**src/rtl/game_ctrl_if.sv**
```systemverilog
// rtl/game_ctrl_if.sv - game_ctrl player inputs and game-flow outputs
interface game_ctrl_if;
    logic       start_btn;
    logic       hit_wall;
    logic       hit_body;
    logic [1:0] game_status;
    logic       step_tick;
    logic       flash_on;

    // Controller side: consumes button/collision, owns status, tick and blink
    modport master (
        input  start_btn,
        input  hit_wall,
        input  hit_body,
        output game_status,
        output step_tick,
        output flash_on
    );

    // Surrounding logic side: drives button/collision, observes game flow
    modport slave (
        output start_btn,
        output hit_wall,
        output hit_body,
        input  game_status,
        input  step_tick,
        input  flash_on
    );
endinterface

```
**src/rtl/game_ctrl.sv**
```systemverilog
// rtl/game_ctrl.sv - snake game-flow FSM with step tick and death-flash blink
module game_ctrl #(
    parameter int INIT_CYCLES  = 4,
    parameter int STEP_CYCLES  = 25_000_000,
    parameter int FLASH_CYCLES = 300_000_000,
    parameter int FLASH_TOGGLE = 25_000_000
) (
    input  logic        clock,
    input  logic        reset,
    game_ctrl_if.master bus
);
    typedef enum logic [1:0] {
        LAUNCHING    = 2'b00,
        PLAYING      = 2'b01,
        DIE_FLASHING = 2'b10,
        INITIALIZING = 2'b11
    } state_t;

    localparam logic [31:0] INIT_LAST  = 32'(INIT_CYCLES - 1);
    localparam logic [31:0] STEP_LAST  = 32'(STEP_CYCLES - 1);
    localparam logic [31:0] FLASH_LAST = 32'(FLASH_CYCLES - 1);
    localparam logic [31:0] TGL_LAST   = 32'(FLASH_TOGGLE - 1);

    state_t      state, state_nxt;
    logic [31:0] cnt, cnt_nxt;
    logic [31:0] tgl_cnt, tgl_cnt_nxt;
    logic        step_tick_q, step_tick_nxt;
    logic        flash_q, flash_nxt;
    logic        start_d;
    // A press only counts once the button has been seen released after reset,
    // so a button held through reset release cannot launch a game.
    logic        armed;
    logic        start_rise;
    logic        die;

    assign start_rise = bus.start_btn & ~start_d & armed;
    assign die        = bus.hit_wall | bus.hit_body;

    assign bus.game_status = state;
    assign bus.step_tick   = step_tick_q;
    assign bus.flash_on    = flash_q;

    // State, shared counter, blink sub-counter and registered outputs
    always_ff @(posedge clock or negedge reset) begin
        if (!reset) begin
            state       <= LAUNCHING;
            cnt         <= '0;
            tgl_cnt     <= '0;
            step_tick_q <= 1'b0;
            flash_q     <= 1'b0;
            start_d     <= 1'b0;
            armed       <= 1'b0;
        end else begin
            state       <= state_nxt;
            cnt         <= cnt_nxt;
            tgl_cnt     <= tgl_cnt_nxt;
            step_tick_q <= step_tick_nxt;
            flash_q     <= flash_nxt;
            start_d     <= bus.start_btn;
            armed       <= armed | ~bus.start_btn;
        end
    end

    // Next state plus next values of the counters and registered outputs
    always_comb begin
        state_nxt     = state;
        cnt_nxt       = cnt + 32'd1;
        tgl_cnt_nxt   = '0;
        step_tick_nxt = 1'b0;
        flash_nxt     = 1'b0;
        case (state)
            LAUNCHING: begin
                cnt_nxt = '0;
                if (start_rise) begin
                    state_nxt = INITIALIZING;
                end
            end
            INITIALIZING: begin
                if (cnt == INIT_LAST) begin
                    state_nxt = PLAYING;
                    cnt_nxt   = '0;
                end
            end
            PLAYING: begin
                // Death wins over the step that would have been emitted
                if (die) begin
                    state_nxt = DIE_FLASHING;
                    cnt_nxt   = '0;
                    flash_nxt = 1'b1;
                end else if (cnt == STEP_LAST) begin
                    cnt_nxt       = '0;
                    step_tick_nxt = 1'b1;
                end
            end
            DIE_FLASHING: begin
                if (cnt == FLASH_LAST) begin
                    state_nxt = LAUNCHING;
                    cnt_nxt   = '0;
                end else if (tgl_cnt == TGL_LAST) begin
                    flash_nxt = ~flash_q;
                end else begin
                    tgl_cnt_nxt = tgl_cnt + 32'd1;
                    flash_nxt   = flash_q;
                end
            end
            default: begin
                state_nxt = LAUNCHING;
                cnt_nxt   = '0;
            end
        endcase
    end
endmodule

```
**src/flat_wrapper.sv**
```systemverilog
// flat-port wrapper written by rule: the top's interface ports become plain ports
module game_ctrl_flat 
#(
    parameter int INIT_CYCLES  = 4,
    parameter int STEP_CYCLES  = 25_000_000,
    parameter int FLASH_CYCLES = 300_000_000,
    parameter int FLASH_TOGGLE = 25_000_000
)
  (clock, reset, bus_start_btn, bus_hit_wall, bus_hit_body, bus_game_status, bus_step_tick, bus_flash_on);
  game_ctrl_if bus_i ();
  input  logic clock;
  input  logic reset;
  input wire logic [$bits(bus_i.start_btn)-1:0] bus_start_btn;
  input wire logic [$bits(bus_i.hit_wall)-1:0] bus_hit_wall;
  input wire logic [$bits(bus_i.hit_body)-1:0] bus_hit_body;
  output wire logic [$bits(bus_i.game_status)-1:0] bus_game_status;
  output wire logic [$bits(bus_i.step_tick)-1:0] bus_step_tick;
  output wire logic [$bits(bus_i.flash_on)-1:0] bus_flash_on;
  assign bus_i.start_btn = bus_start_btn;
  assign bus_i.hit_wall = bus_hit_wall;
  assign bus_i.hit_body = bus_hit_body;
  assign bus_game_status = bus_i.game_status;
  assign bus_step_tick = bus_i.step_tick;
  assign bus_flash_on = bus_i.flash_on;
  game_ctrl #(.INIT_CYCLES(INIT_CYCLES), .STEP_CYCLES(STEP_CYCLES), .FLASH_CYCLES(FLASH_CYCLES), .FLASH_TOGGLE(FLASH_TOGGLE)) u_core (.clock(clock), .reset(reset), .bus(bus_i));
endmodule
```
**config.mk**
```make
export PLATFORM = sky130hd
export DESIGN_NAME = game_ctrl_flat
export DESIGN_NICKNAME = d
export VERILOG_FILES = /design/src/rtl/game_ctrl_if.sv /design/src/rtl/game_ctrl.sv /design/src/flat_wrapper.sv
export SDC_FILE = /design/constraint.sdc
export NUM_CORES = 1
export LEC_CHECK = 0
export CORE_ASPECT_RATIO = 1.25
export CORE_MARGIN = 2
export CORE_UTILIZATION = 35
export CTS_CLUSTER_DIAMETER = 30
export DETAILED_ROUTE_END_ITERATION = 12
export PLACE_DENSITY = 0.47
export SKIP_LAST_GASP = 1
export SYNTH_ARGS = -nofsm -noshare
export SYNTH_HDL_FRONTEND = slang
export SYNTH_SLANG_ARGS = --single-unit
```
**constraint.sdc**
```tcl
create_clock -name clock -period 3 [get_ports clock]
set_input_delay 0.45 -clock clock [delete_from_list [all_inputs] [get_ports clock]]
set_output_delay 0.45 -clock clock [all_outputs]
set_load 0.02 [all_outputs]
```
; ---- Word level (Yosys, flattened, before mapping)
; Index checks and enable logic that the tools add are counted.
[word_totals]
register_bits = 70
in_bits = 5
elab_cells = 50
[op_classes]
n_addsub = 2
eq_ne = 12
muxes = 20
n_bitwise = 7
reduce_logical = 2
[op_table]
columns = op, count
row1 = $mux 32, 7
row2 = $pmux 32 s4, 1
row3 = $add 32x1->32 const B, 2
row4 = $eq 32x25->1 const B, 2
row5 = $eq 32x2->1 const B, 1
row6 = $eq 32x29->1 const B, 1
row7 = $mux 2, 4
row8 = $ne 2x1->1 const B, 4
row9 = $pmux 2 s4, 1
row10 = $mux 1, 6
row11 = $eq 2x2->1 const B, 2
row12 = $reduce_and 4->1, 1
row13 = $ne 3x1->1 const B, 1
row14 = $not 1->1, 3
row15 = $and 1x1->1, 2
row16 = $eq 2x1->1 const B, 1
row17 = $logic_not 2->1, 1
row18 = $or 1x1->1, 2
row19 = $pmux 1 s2, 1

; ---- Logic depth before layout (Yosys ltp)
[logic_depth]
depth_word = 5
depth_mapped = 8
ltp_nobuf = 6

; ---- Worst setup path after synthesis
; Ideal clock, no wire load.
[synth_path]
path_type = register -> register
from = register u_core.cnt[17]
to = register u_core.cnt[5]
arrival_ns = 2.394
required_time_ns = 2.881
setup_slack_ns = 0.487
stages_incl_launch_ff = 7
path_buffers = 1
path_cell_list = dfrtp_1 -> or4_4 -> or4_4 -> o311a_1 -> a311oi_4 -> buf_6 -> nor2_2
[synth_between]
elab_chain_cells = 4
word_cells_on_any_way = 8
cone_classes = eq/ne (3) / mux (5)
[synth_lines]
columns = item, line
row1 = "start, declared", game_ctrl.sv:25  ; logic [31:0] cnt, cnt_nxt;
row2 = "start signal, assigned", game_ctrl.sv:55  ; cnt <= cnt_nxt;
row3 = $eq 32x25->1, game_ctrl.sv:90  ; end else if (cnt == STEP_LAST) begin
row4 = $mux 32, game_ctrl.sv:90
row5 = $mux 32, game_ctrl.sv:86  ; if (die) begin
row6 = $pmux 32 s4 *, game_ctrl.sv:71  ; case (state)
row7 = named net u_core.cnt_nxt[5], game_ctrl.sv:25
; Mark *: on every way through the listed nets, which the timed path passes. The rest lies on a longest branch.
; A chain may end at the register's enable or synchronous reset.

; ---- Worst setup path in the final report
[layout_path]
from = register u_core.cnt[8]
to = register u_core.cnt[17]
[layout_between]
elab_chain_cells = 4
word_cells_on_any_way = 9
cone_classes = add/sub (1) / eq/ne (3) / mux (5)
[layout_lines]
columns = item, line
row1 = $add 32x1->32 / $eq 32x25->1 (equally long branches), "game_ctrl.sv:67, game_ctrl.sv:90"
row2 = $mux 32, game_ctrl.sv:90
row3 = $mux 32, game_ctrl.sv:86
row4 = $pmux 32 s4 *, game_ctrl.sv:71
row5 = named net u_core.cnt_nxt[17], game_ctrl.sv:25
; Marked as above.

==> results_dict.tcl <==
set metrics [dict create \
    layout.filler_cells 1052 \
    whs_ns 0.2165 \
    io_pins 9 \
    layout_common_cells "sky130_fd_sc_hd__dfrtp_1, sky130_fd_sc_hd__nor2_1, sky130_fd_sc_hd__xor2_1" \
    r2r_slack_ns 0.35 \
    path_buf_inv 1 \
    maxCapViolCount 0 \
    worst_setup_sp_type "register" \
    grtUsageTotal_pct 15.70 \
    synth_async_sr_flop_share_pct 100.0 \
    mostFrequentLayoutCell "sky130_fd_sc_hd__dfrtp_1" \
    worst_r2r_endpoint "u_core.cnt[17]" \
    worst_clock_skew_ns 0.007620 \
    design_power_total_uw 2882 \
    pre_cts_slack_ns 0.3282 \
    maximum_number_of_pins_on_one_net_before_global_route_repair 37 \
    worstPathRequired_ns 3.21 \
    die_w_um 96.24 \
    hold_crit_class "primary input to async pin" \
    synth_enable_flop_cells 0 \
    core.rowCount 42 \
    timing_worst_slew_pin_value_ns 0.8382 \
    global_route_wire_length_before_repair_mm 13.83 \
    ys.flop_type "sky130_fd_sc_hd__dfrtp_1" \
    cts_resized 0 \
    period_needed_ns 2.650 \
    drive_above_1_share_pct 11.99 \
    antenna_cells 0 \
    period_share_pct 88.34 \
    synth.yosys.warnings 0 \
    grt_remaining_overflow 0 \
    multi_input_comb_area_sq_mm 0.001862 \
    power_density_mw_per_mm2 670.0 \
    crit_path_end_kind "register" \
    reg2reg_from "u_core.cnt[8]" \
    core_area_sq_mm 0.01046 \
    syn-num-nets 387 \
    postSynthCellCount 375 \
    drc 0 \
    post_synth_instance_area_sq_mm 0.003722 \
    timing_hold_violations_final 0 \
    timing.critical_path.fanout_max 32 \
    cts_max_path_buffers 2 \
    dieArea_sq_mm 0.01148 \
    max_clock_freq_mhz 377.3 \
    area_growth_pct 15.56 \
    ir_drop_v 0.0003566 \
    initial_drc_count 61 \
    critical-path-top-delay-family "simple AND/OR/NAND/NOR gates" \
    critical-path-slowest-cell "sky130_fd_sc_hd__or4_1" \
    replace_congestion 0.8180 \
    cts_tree "done" \
    total_cts_buffers 9 \
    rsz_0062_raised_after_global_routing "false" \
    wirelength_mm 7.956 \
    worstSetupPathType "register to register" \
    worstPathCellList "or4_1 -> nor4_1 -> nand4_1 -> a311oi_4 -> buf_12 -> nor2_1" \
    ys_seq_elements 70 \
    cts_root_buf "sky130_fd_sc_hd__clkbuf_16" \
    setup-violations-final 0 \
    run_status "finished, final reports clean" \
    worst_r2r_path_depth 6 \
    first_global_vias 2791 \
    detailed_place_hpwl_mm 5.578 \
    count_of_pins_over_their_slew_limit 0 \
    cts_sinks 70 \
    ys_seq_area_share_pct 47.06 \
    cts_post_setup_buffers_inserted 0 \
    fin_tns_setup_ns 0 \
    drt_pass1_iterations 4 \
    syn_area_per_cell_sq_um 9.926 \
    clock_latency_ns 0.33 \
    buffer_ports.inserted 8 \
    leakage_component_of_the_power_uw 0.001722 \
    crit_arrival_ns 2.86 \
    timing.critical_path.slowest_cell_delay_ns 0.58 \
    drt.antenna.violating_nets 0 \
    setup_ws_ns 0.3497 \
    clkTransAtPathRegs_ns 0.06 \
    routed_via_density 5.050 \
    route.vias.total 2646 \
    initial_core_util_pct 35.59 \
    cts_hold_repair.buffers 0 \
    drt-wirelength-per-cell_um 15.18 \
    finish.net_count 399 \
    htree_num_levels 3 \
    maxSlewHeadroom_pct 44.12 \
    final-seq-area_sq_mm 0.001752 \
    antenna_found_initial 0 \
    dieHeight_um 119.3 \
    final_core_util_pct 41.13 \
    yosys.cell_types.count 39 \
]
## stage by stage
step	instances	instance area [sq um]
global placement	508	3966
finish	524	4302
detailed placement	508	3966
floorplan	375	3722
global route	524	4302
CTS	524	4302
## power by group
group	internal, uW	leakage, uW	total (uW)	switching (uW)
clock network	795	0.000166	1190	392
logic	244	0.000593	662	419
registers	990	0.000963	1030	42.9
total	2030	0.00172	2880	853
## cells by family (layout without fill, tap and decap cells)
kind of cell	after synthesis	in the layout	share of synthesized area (%)
simple gates	204	204	30.62
flops	70	70	47.06
xor+xnor	59	59	13.88
buf+inv	22	39	2.924
compound gates	11	11	2.622
fa+ha+maj	7	7	2.353
mux	2	2	0.5378
## worst max path at each step
stage	start	to	slack, ns	cells past startpoint
2_1_floorplan	u_core.cnt[17]	u_core.cnt[5]	0.49	6
3_3_place_gp	u_core.cnt[8]	u_core.cnt[19]	0.35	6
3_5_place_dp	u_core.cnt[8]	u_core.cnt[16]	0.33	6
4_1_cts	u_core.cnt[8]	u_core.cnt[22]	0.33	6
5_1_grt	u_core.cnt[8]	u_core.cnt[22]	0.15	6
6_report	u_core.cnt[8]	u_core.cnt[17]	0.35	6
## cell type report
type	count	area share (%)
inverters	10	0.8726
flip-flops and latches	70	40.72
multi-input cells	283	43.28
clock inverters	3	1.513
well taps	132	3.839
repair buffers	13	3.490
clock buffers	13	6.283
## cell usage after synthesis, types with 4 or more instances
| cell | count | share of area [%] |
|---|---|---|
| sky130_fd_sc_hd__nor4b_1 | 7 | 1.6 |
| sky130_fd_sc_hd__nor4_1 | 15 | 2.5 |
| sky130_fd_sc_hd__xnor2_1 | 25 | 5.9 |
| sky130_fd_sc_hd__clkbuf_1 | 6 | 0.60 |
| sky130_fd_sc_hd__nand4_1 | 25 | 4.2 |
| sky130_fd_sc_hd__ha_1 | 7 | 2.4 |
| sky130_fd_sc_hd__and4_1 | 9 | 2.1 |
| sky130_fd_sc_hd__nor3_1 | 5 | 0.67 |
| sky130_fd_sc_hd__dfrtp_1 | 70 | 47 |
| sky130_fd_sc_hd__xor2_1 | 34 | 8.0 |
| sky130_fd_sc_hd__nand3_1 | 25 | 3.4 |
| sky130_fd_sc_hd__inv_1 | 10 | 1.0 |
| sky130_fd_sc_hd__nor2_1 | 51 | 5.1 |
| sky130_fd_sc_hd__nand2_1 | 17 | 1.7 |
| sky130_fd_sc_hd__nor2_2 | 20 | 3.4 |
| sky130_fd_sc_hd__and3_1 | 8 | 1.3 |
| sky130_fd_sc_hd__o21ai_0 | 4 | 0.54 |
## layer usage
| layer | global-route usage, % | vias to the layer above | wire length [um] |
|---|---|---|---|
| met5 | 0 | - | 0 |
| met3 | 3.605 | 9 | 150 |
| met1 | 19.69 | 1282 | 3565 |
| met2 | 25.74 | 14 | 4098 |
| li1 | - | 1341 | - |
| met4 | 6.250 | 0 | 143 |
## registers in the layout, summed over array words and instances (netlist names)
name / cells
u_core.bus.flash_on: 1
u_core.bus.step_tick: 1
u_core.bus.game_status: 2
u_core.start_d: 1
u_core.tgl_cnt: 32
u_core.cnt: 32
u_core.armed: 1
Note: power is estimated with default switching activity, not from simulation.
